--- src/rtl/mem_stage_hs.sv ---
// mips_16 memory stage with a request/acknowledge data-memory port.
// Loads and stores hold the stage until dmem_ack or a watchdog abort; ALU ops pass straight through.
module mem_stage_hs #(
    parameter int unsigned ACK_TIMEOUT = 255
) (
    input  logic        clk,
    input  logic        rst,
    input  logic [37:0] pipeline_reg_in,
    input  logic        in_valid,
    output logic        in_ready,
    output logic        dmem_req,
    output logic        dmem_we,
    output logic [15:0] dmem_addr,
    output logic [15:0] dmem_wdata,
    input  logic        dmem_ack,
    input  logic [15:0] dmem_rdata,
    output logic [36:0] pipeline_reg_out,
    output logic        out_valid,
    output logic [2:0]  mem_op_dest,
    output logic        timeout_err
);

    localparam logic [15:0] WAIT_LIMIT = 16'(ACK_TIMEOUT - 1);

    typedef enum logic {
        IDLE = 1'b0,
        WAIT = 1'b1
    } state_t;

    state_t      state, state_d;
    logic [37:0] hold;
    logic [15:0] wait_cnt;

    logic        in_is_mem;
    logic        hold_is_load;
    logic        accept_alu;
    logic        accept_mem;
    logic        complete;
    logic        abort;
    logic [36:0] result_d;
    logic        out_valid_d;

    // A store wins over the load flag when both are set; bit[0] still travels with the word.
    assign in_is_mem    = pipeline_reg_in[21] | pipeline_reg_in[0];
    assign hold_is_load = ~hold[21] & hold[0];

    assign in_ready   = (state == IDLE);
    assign dmem_we    = hold[21];
    assign dmem_addr  = hold[37:22];
    assign dmem_wdata = hold[20:5];

    always_comb begin
        // NOTE: every signal gets a default before the case so no path leaves it unassigned (no latch).
        state_d    = state;
        accept_alu = 1'b0;
        accept_mem = 1'b0;
        complete   = 1'b0;
        abort      = 1'b0;
        case (state)
            IDLE: begin
                if (in_valid) begin
                    if (in_is_mem) begin
                        accept_mem = 1'b1;
                        state_d    = WAIT;
                    end else begin
                        accept_alu = 1'b1;
                    end
                end
            end
            WAIT: begin
                // Ack is checked first so it wins over an expiring watchdog.
                if (dmem_req && dmem_ack) begin
                    complete = 1'b1;
                    state_d  = IDLE;
                end else if (wait_cnt == WAIT_LIMIT) begin
                    abort   = 1'b1;
                    state_d = IDLE;
                end
            end
            default: state_d = IDLE;
        endcase
    end

    always_comb begin
        result_d    = '0;
        out_valid_d = 1'b0;
        if (accept_alu) begin
            result_d    = {pipeline_reg_in[37:22], 16'h0000, pipeline_reg_in[4:0]};
            out_valid_d = 1'b1;
        end else if (complete) begin
            result_d    = {hold[37:22], hold_is_load ? dmem_rdata : 16'h0000, hold[4:0]};
            out_valid_d = 1'b1;
        end else if (abort) begin
            result_d    = {hold[37:22], 16'h0000, 1'b0, hold[3:0]};
            out_valid_d = 1'b1;
        end
    end

    always_ff @(posedge clk or negedge rst) begin
        if (!rst) begin
            state <= IDLE;
        end else begin
            state <= state_d;
        end
    end

    always_ff @(posedge clk or negedge rst) begin
        // NOTE: registered state uses non-blocking assignments so every flop samples pre-edge values.
        if (!rst) begin
            hold             <= '0;
            dmem_req         <= 1'b0;
            wait_cnt         <= '0;
            pipeline_reg_out <= '0;
            out_valid        <= 1'b0;
            timeout_err      <= 1'b0;
        end else begin
            pipeline_reg_out <= result_d;
            out_valid        <= out_valid_d;
            if (accept_mem) begin
                hold     <= pipeline_reg_in;
                dmem_req <= 1'b1;
                wait_cnt <= '0;
            end else if (state == WAIT) begin
                wait_cnt <= wait_cnt + 16'd1;
            end
            if (complete || abort) begin
                dmem_req <= 1'b0;
            end
            if (abort) begin
                timeout_err <= 1'b1;
            end
        end
    end

    // Hazard destination follows whichever stage currently owns the instruction.
    always_comb begin
        mem_op_dest = 3'd0;
        if (state == WAIT) begin
            if (hold[4]) mem_op_dest = hold[3:1];
        end else begin
            if (pipeline_reg_out[4]) mem_op_dest = pipeline_reg_out[3:1];
        end
    end

endmodule

--- config.mk ---
export PLATFORM = sky130hd
export DESIGN_NAME = mem_stage_hs
export DESIGN_NICKNAME = d
export VERILOG_FILES = /design/src/rtl/mem_stage_hs.sv
export SDC_FILE = /design/constraint.sdc
export NUM_CORES = 1
export LEC_CHECK = 0
export CORE_MARGIN = 2
export CORE_UTILIZATION = 47
export DETAILED_ROUTE_END_ITERATION = 8
export PLACE_DENSITY = 0.81
export SYNTH_ARGS = -nofsm -noshare
export SYNTH_HDL_FRONTEND = slang
export SYNTH_SLANG_ARGS = --single-unit
export TNS_END_PERCENT = 10
--- constraint.sdc ---
create_clock -name clk -period 1.7 [get_ports clk]
set_input_delay 0.425 -clock clk [delete_from_list [all_inputs] [get_ports clk]]
set_output_delay 0.425 -clock clk [all_outputs]
set_load 0.005 [all_outputs]
==> reports/qor.yml, run 1 <==
finish:
  n_antenna_cell: 0
  area_growth_pct: 46.8
  num-fill-cells: 620
  drive_gt1_share_pct: 26.8
  fin_area_um2: 6350
  finalCoreUtilization_pct: 72.1
  nNetsFinal: 548
critical_path:
  critical_path.endpoint_type: "primary output"
  crit_path_max_incr_delay_ns: 0.47
  cp_num_cells: 4
  critPathLaunch: "state"
  path_class: "reg2out"
  endpoint: "mem_op_dest[2]"
  start_kind: "flop"
  cp_top_family: "flip-flops"
  r2r_slack_ns: -0.08
  worstPathCellList: "buf_6, buf_6, a32o_1, buf_2"
  worstPathArrival_ns: 1.43
  cp_num_buf_inv: 3
  r2r-start: "state"
  r2r_cells: 7
  required_ns: 1.27
  crit_fanout: 3
  cpMostUsedCell: "buf_6"
  r2r-end: "hold[15]"
  cp_slowest_cell: "dfrtp_2"
sta:
  worstMarginPinSlew_ns: 0.392
  rsz0062_at_grt: "true"
  timing.hold.ws_ns: 0.473
  setup_viol: 45
  layout_setup_ws_ns: -0.151
  hold_viol: 0
  fmax_mhz: 540
  fin_crit_ns: 1.85
  skew_ns: 0.0105
  slew_headroom_pct: 73.9
  period_share_pct: 109
  slew_violations: 0
logic_synthesis:
  synth_flop_cell: "dfrtp_1"
  synth-edff-count: 0
  syn-num-nets: 411
  synthesis.area_um2: 4320
  synth_seq_cells: 95
  avgSynthCellArea_um2: 12.3
  yosysSeqAreaShare_pct: 55.0
  syn_inst: 351
  async_flop_share_pct: 100
  synth_warnings: 0
  ys_types: 41
power:
  power_density_nw_per_um2: 1380
  vdd_ir_drop_max_v: 0.000744
  leakagePower_nw: 2.85
  p_total_w: 0.00873
routing:
  dr.first_iter.drc_count: 192
  first_pass_iters: 4
  drt_wl_total_mm: 12.6
  drc: 0
  wl_per_cell_um: 20.9
  routed_via_density: 5.76
  num_vias: 3459
  ant_nets: 0
place:
  place_ws_ns: -0.196
  dpl-instance-area_um2: 5670
  place.gp.congestion: 0.831
  port_buffers: 134
  dp_hpwl_mm: 7.39
floorplanning:
  core_area_um2: 8810
  die_w_um: 99.9
  die_height_um: 99.9
  initial_core_util_pct: 49.1
  num_rows: 34
  fp.dieArea_um2: 9980
  pin_count: 135
grt:
  grt_pass1_vias: 3397
  grt_overflow: 0
  grt_pass1_wl_mm: 17.1
  grt_max_degree: 33
  antenna_found_initial: 0
  track_usage_pct: 22.0
worst_hold_path:
  min_path_type: "reg2reg"
outcome:
  failed_checks: "setup timing"
  status: "finished with violations"
clock_tree:
  clk_latency_ns: 0.37
  cts_tree: "done"
  h-tree-depth: 3
  cts_buffers: 9
  clockBufferDepth: 2
  cts-root-buf: "clkbuf_8"
  cts_num_sinks: 95
  clk_pin_slew_ns: 0.09
job:
  cap_violations: 0
-- Yosys cell counts (2+ instances only) --
cell type	n	share of area [%]
a22oi_1	19	3.3
a32o_1	3	0.69
and2_1	18	2.6
and3_1	5	0.72
and4_1	3	0.61
and4_2	2	0.46
buf_2	6	0.69
buf_4	35	6.1
buf_6	6	1.6
clkbuf_1	8	0.69
dfrtp_1	95	55
ha_1	2	0.58
inv_1	3	0.26
mux2_1	6	1.6
mux2_2	32	8.3
mux2i_1	11	2.5
nand2_1	4	0.35
nand3_1	4	0.46
nand4_1	29	4.2
nor2_1	3	0.26
nor4b_2	2	0.69
o211ai_1	2	0.35
o21ai_0	17	2.0
o21ai_1	18	2.1
o31ai_1	2	0.35
-- worst min path at each step --
stage / start / endpoint / cells past startpoint
2_1_floorplan: rst / dmem_req / 0
3_3_place_gp: rst / pipeline_reg_out[19] / 1
3_5_place_dp: rst / pipeline_reg_out[15] / 1
4_1_cts: wait_cnt[15] / wait_cnt[15] / 1
5_1_grt: timeout_err / timeout_err / 2
6_report: wait_cnt[15] / wait_cnt[15] / 1
-- registers in the layout, indices dropped and copies added (netlist names) --
register / flops
hold: 38
pipeline_reg_out: 37
wait_cnt: 16
dmem_req: 1
out_valid: 1
state: 1
timeout_err: 1
-- power by group --
| part | leakage, nW | total [W] | switching (W) | internal [W] |
|---|---|---|---|---|
| Clock | 0.102 | 0.00157 | 0.000833 | 0.000737 |
| Combinational | 1.53 | 0.00361 | 0.00133 | 0.00228 |
| Sequential | 1.22 | 0.00355 | 0.000604 | 0.00294 |
-- cells by family after synthesis --
family,Yosys count,synth area share [%]
xor gates and xnor gates,1,0.203
AOI/OAI and AO/OA,66,9.81
adders and majority gates,2,0.579
buffers and inverters,59,9.41
DFF,95,55.0
muxes,49,12.4
and+or+nand+nor,79,12.6
-- per-stage QoR --
stage          TNS (ns)  cells
6_report          -2.35    601
5_1_grt           -3.99    601
4_1_cts           -5.82    582
3_5_place_dp      -9.44    560
3_3_place_gp      -7.15    560
2_1_floorplan         0    351
-- cells in the final DEF (no fill, tap or decap), types with 6 or more instances in the layout --
cell type        synthesis  routed
dlymetal6s2s_1           0       6
buf_4                   35      26
clkdlybuf4s50_1          0     103
buf_12                   0       7
mux2i_1                 11      11
clkbuf_8                 0      10
o21ai_0                 17      15
buf_6                    6       7
clkbuf_16                0       7
o21ai_1                 18      20
a22oi_1                 19       8
mux2_2                  32      15
dlygate4sd2_1            0      19
a22oi_2                  0      11
dfrtp_1                 95      94
nand4_1                 29      29
and2_1                  18      18
mux2_4                   0      21
-- final cells by class --
type / instances / area (µm²) / area share [%]
well taps: 108 / 135 / 2.13
clock buffers: 11 / 141 / 2.23
multi-input cells: 197 / 1700 / 26.7
repair buffers: 182 / 1920 / 30.2
flip-flops and latches: 95 / 2380 / 37.5
clock inverters: 5 / 66.3 / 1.04
inverters: 3 / 11.3 / 0.177
-- what timing repair did --
action	in CTS	in global routing
pin swaps	1	14
gates resized for setup	38	52
hold buffers	1	0
setup buffers	6	13
setup endpoints to repair	23	96
hold endpoints to repair	20	0
cloned	0	7
-- metal layers --
| metal | GRT usage [%] | routed length [µm] | vias to the layer above | part of all wire [%] |
|---|---|---|---|---|
| met5 | 0 | 0 | - | 0 |
| met4 | 7.48 | 274 | 0 | 2.2 |
| met3 | 4.11 | 666 | 23 | 5.3 |
| met2 | 40.4 | 6790 | 147 | 54 |
| met1 | 25.9 | 4850 | 1763 | 39 |
| li1 | - | - | 1526 | - |
No activity file was read; power rests on OpenSTA's default activity.
==> run 2, diff against run 1 <==
--- a/config.mk
+++ b/config.mk
@@ -7,6 +7,7 @@
 export LEC_CHECK = 0
 export CORE_MARGIN = 2
 export CORE_UTILIZATION = 47
+export CTS_CLUSTER_SIZE = 20
 export DETAILED_ROUTE_END_ITERATION = 8
 export PLACE_DENSITY = 0.81
 export SYNTH_ARGS = -nofsm -noshare
==> results of run 2 <==
Same layout as run 1: the final DEF is identical, and so are final timing and power.
